==> config.mk <==
export PLATFORM = sky130hd
export DESIGN_NAME = jt51_decim
export DESIGN_NICKNAME = d
export VERILOG_FILES = /design/src/rtl/jt51_decim.sv
export SDC_FILE = /design/constraint.sdc
export NUM_CORES = 1
export LEC_CHECK = 0
export CORE_UTILIZATION = 50
export DETAILED_ROUTE_END_ITERATION = 16
export DONT_BUFFER_PORTS = 1
export PLACE_DENSITY = 0.68
export SETUP_SLACK_MARGIN = 0.2
export SLEW_MARGIN = 20
export SYNTH_ARGS = -nofsm -noshare
export SYNTH_HDL_FRONTEND = slang
export SYNTH_SLANG_ARGS = --single-unit
==> constraint.sdc <==
create_clock -name clk -period 3.05 [get_ports clk]
set_input_delay 0 -clock clk [delete_from_list [all_inputs] [get_ports clk]]
set_output_delay 0 -clock clk [all_outputs]
set_load 0.02 [all_outputs]
==> src/rtl/jt51_decim.sv <==
// Stereo decimator: averages 2^LOG2D strobed stereo samples through one shared adder.
// Optional `JT51_DECIM_ROUND_EN adds half an LSB before the output shift (round half toward +inf).
module jt51_decim #(
   parameter int LOG2D = 2
) (
   input  logic               clk,
   input  logic               rst_n,
   input  logic               sample_in,
   input  logic signed [15:0] left_in,
   input  logic signed [15:0] right_in,
   output logic signed [15:0] out_l,
   output logic signed [15:0] out_r,
   output logic               sample_out,
   output logic               overrun
);

   // state  | meaning
   // IDLE   | waiting for an input strobe
   // ADD_L  | shared adder accumulates held left sample
   // ADD_R  | shared adder accumulates held right sample, window check
   // DUMP   | publish averages, pulse sample_out, clear window

   localparam int AW    = 16 + LOG2D;
   localparam int CW    = (LOG2D > 0) ? LOG2D : 1;
   localparam int DECIM = 1 << LOG2D;
`ifdef JT51_DECIM_ROUND_EN
   localparam int RND   = (LOG2D > 0) ? (1 << (LOG2D - 1)) : 0;
`else
   localparam int RND   = 0;
`endif
   localparam logic [CW-1:0] CNT_LAST = CW'(DECIM - 1);

   typedef enum logic [1:0] {
      ST_IDLE,
      ST_ADD_L,
      ST_ADD_R,
      ST_DUMP
   } state_t;

   state_t              state, state_nx;
   logic signed [15:0]  hold_l, hold_r;
   logic signed [AW-1:0] acc_l, acc_r;
   logic signed [AW-1:0] add_a, add_b, add_y;
   logic [CW-1:0]       cnt;
   logic                last;

   assign last = (cnt == CNT_LAST);

   always_ff @(posedge clk or negedge rst_n) begin
      if (!rst_n) state <= ST_IDLE;
      else        state <= state_nx;
   end

   always_comb begin
      state_nx = state;
      case (state)
         ST_IDLE:  if (sample_in) state_nx = ST_ADD_L;
         ST_ADD_L: state_nx = ST_ADD_R;
         ST_ADD_R: state_nx = last ? ST_DUMP : ST_IDLE;
         ST_DUMP:  state_nx = ST_IDLE;
         default:  state_nx = ST_IDLE;
      endcase
   end

   // One adder serves both channels; the operand mux follows the FSM phase.
   always_comb begin
      add_a = (state == ST_ADD_L) ? acc_l : acc_r;
      add_b = AW'((state == ST_ADD_L) ? hold_l : hold_r);
      add_y = add_a + add_b;
   end

   always_ff @(posedge clk or negedge rst_n) begin
      if (!rst_n) begin
         hold_l     <= '0;
         hold_r     <= '0;
         acc_l      <= '0;
         acc_r      <= '0;
         cnt        <= '0;
         out_l      <= '0;
         out_r      <= '0;
         sample_out <= 1'b0;
         overrun    <= 1'b0;
      end else begin
         sample_out <= 1'b0;
         if (sample_in && state != ST_IDLE) overrun <= 1'b1;
         case (state)
            ST_IDLE: begin
               if (sample_in) begin
                  hold_l <= left_in;
                  hold_r <= right_in;
               end
            end
            ST_ADD_L: acc_l <= add_y;
            ST_ADD_R: begin
               acc_r <= add_y;
               if (!last) cnt <= cnt + 1'b1;
            end
            ST_DUMP: begin
               out_l      <= 16'((acc_l + AW'(RND)) >>> LOG2D);
               out_r      <= 16'((acc_r + AW'(RND)) >>> LOG2D);
               sample_out <= 1'b1;
               acc_l      <= '0;
               acc_r      <= '0;
               cnt        <= '0;
            end
            default: ;
         endcase
      end
   end

endmodule
==> results.sh <==
export IMPL_status="finished clean"
export IMPL_cp_end_kind="flip-flop"
export IMPL_hold_viol=0
export IMPL_synth_edf_count=0
export IMPL_chipHeight_um=103.2
export IMPL_port_buffers=0
export IMPL_synthFlopType="dfrtp_1"
export IMPL_tightest_slew_ps=761.2
export IMPL_rrSetupSlack_ps=180
export IMPL_grt_pass1_wl_um=17420
export IMPL_max_stage_delay_ps=420
export IMPL_cpMaxStageDelayCell="dfrtp_1"
export IMPL_htreeDepth=3
export IMPL_syn_instance_count=401
export IMPL_drc=0
export IMPL_cts_sinks=106
export IMPL_clk_latency_ps=370
export IMPL_via_per_inst=5.686
export IMPL_cts_buffer_depth=2
export IMPL_clk_root_buffer_cell="clkbuf_8"
export IMPL_path_max_fanout=6
export IMPL_ys_types=40
export IMPL_tns_ps=0
export IMPL_fmax_mhz=348.8
export IMPL_rr_endpoint="acc_r[12]"
export IMPL_ys_seq_area_share_pct=51.78
export IMPL_drt_iter0_drc=137
export IMPL_overflow=0
export IMPL_critical_path_class="reg2reg"
export IMPL_numCtsBuffers=9
export IMPL_nets=512
export IMPL_finalSetupViolations=0
export IMPL_wirelength_um=11130
export IMPL_synth_seq_cells=106
export IMPL_worst_path_buf_inv=3
export IMPL_die_w_um=103.2
export IMPL_core_area_um2=9864
export IMPL_cts_tree="built"
export IMPL_synth_warnings=0
export IMPL_num_vias=3389
export IMPL_worstPathRequired_ps=3290
export IMPL_antenna_cells=0
export IMPL_path_delay_family="compound AO/OA/AOI/OAI gates"
export IMPL_rr_worst_depth=14
export IMPL_die_area_um2=10650
export IMPL_hold_class="in2async"
export IMPL_grt_max_degree=107
export IMPL_period_needed_ps=2867
export IMPL_path_cells="inv_4 -> nand2_8 -> buf_12 -> mux2_4 -> ha_4 -> inv_2 -> fa_2 -> nor2b_2 -> o21a_1 -> o21a_2 -> o21a_4 -> a221o_2 -> xnor2_2 -> o2bb2ai_1"
export IMPL_async_flop_share_pct=100.0
export IMPL_rows=36
export IMPL_rsz0062_at_grt="true"
export IMPL_final_common_cell="dfrtp_1"
export IMPL_arrival_ps=3110
export IMPL_synthTopCellsByArea="dfrtp_1 (52%), mux2_2 (21%), o2bb2ai_1 (5.1%)"
export IMPL_drv_cap=0
export IMPL_yosysTopAreaCellShare_pct=51.78
export IMPL_drive_above_1_share_pct=42.33
export IMPL_ios=69
export IMPL_layout_setup_ws_ps=183.4
export IMPL_netlist_area_um2=5122
export IMPL_reg2reg_from="state[1]"
export IMPL_antenna_found_initial=0
export IMPL_area_growth_pct=24.87
export IMPL_max_slew_margin_pct=49.19
export IMPL_hpwl_um=6906
export IMPL_startpoint_type="flip-flop"
export IMPL_start_util_pct=51.93
export IMPL_synth_largest_area_cell="dfrtp_1"
export IMPL_finalMaxSlewViolations=0
export IMPL_fin_util_pct=64.84
export IMPL_track_usage_pct=21.91
export IMPL_wl_per_cell_um=18.68
export IMPL_drt_pass1_iterations=4
export IMPL_postRouteAntennaNets=0
export IMPL_grt_pass1_vias=3392
export IMPL_place_ws_ps=79.36
export IMPL_clock_skew_ps=11.10
export IMPL_final_cell_mix="dfrtp_1 (105), mux2_2 (88), dlygate4sd3_1 (34), o2bb2ai_1 (30), buf_4 (26)"
export IMPL_clk_pin_slew_ps=100
export IMPL_avgSynthCellArea_um2=12.77
export IMPL_period_share_pct=93.99
export IMPL_globalplace_congestion=0.8589
export IMPL_syn_nets=455
## state kept, by name, summed over array words and instances (netlist names)
signal      flops
acc_l          18
acc_r          18
cnt             2
hold_l         16
hold_r         16
out_l          16
out_r          16
overrun         1
sample_out      1
state           2
## metal layers
metal  part of all wire [%]  routed length, µm  track usage [%]
met5                      0                  0                0
met4                    1.3                146            9.209
met3                    3.9                432            3.696
met2                     48               5302            33.59
met1                     47               5253            30.98
## synthesized netlist by cell type, drive strengths merged (6+ instances only)
library cell / count
buf: 10
o2bb2ai: 30
xor2: 8
inv: 9
dfrtp: 106
a21o: 6
clkbuf: 11
mux2: 97
ha: 18
o21ai: 13
a21oi: 15
nand2: 19
nor2: 10
xnor2: 8
## per-stage QoR
| stage | std cells | cell area, µm² | hold slack, ps |
|---|---|---|---|
| floorplan | 401 | 5187 | -295.6 |
| finish | 596 | 6396 | 234.9 |
| detailed placement | 526 | 5364 | -292.6 |
| CTS | 588 | 6112 | 253.9 |
| global placement | 526 | 5364 | -290.3 |
| global route | 596 | 6396 | 260.2 |
## worst max path at each step
stage / end / slack (ps) / cells after the start / start
final: acc_r[12] / 180 / 14 / state[1]
after global routing: acc_l[12] / 100 / 14 / state[1]
after CTS: acc_l[12] / 140 / 14 / state[1]
after detailed placement: acc_r[16] / 80 / 12 / state[1]
after global placement: acc_r[16] / 140 / 12 / state[1]
after floorplan: acc_r[12] / 210 / 15 / state[1]
## what timing repair did
item                       CTS  global route
setup endpoints to repair   13            20
hold endpoints to repair   140             0
hold buffers                35             0
buffers inserted             9             7
resized for setup           19            44
cloned                       2             1
pin swaps                   13            22
## area by class of cell
| cell class | instances | area, µm² |
|---|---|---|
| inverters | 9 | 36.28 |
| fillers | 737 | 3468 |
| repair buffers | 67 | 703.2 |
| multi-input cells | 265 | 2673 |
| clock inverters | 4 | 28.78 |
| clock buffers | 12 | 135.1 |
| well taps | 133 | 166.4 |
| flip-flops and latches | 106 | 2654 |
## logic make-up (layout without fill, tap and decap cells)
family	Yosys count	count (layout)	share of synthesized area, %
XOR/XNOR	16	16	2.736
multiplexers	99	99	21.71
adder cells (fa/ha/maj)	19	19	4.788
buffers and inverters	30	92	2.296
AND/OR/NAND/NOR	48	48	4.299
flip-flops	106	106	51.78
AO/OA/AOI/OAI	83	83	12.38
Power is not shown: default switching activity piles up to over one toggle a cycle in this logic, so the estimate is an artifact.
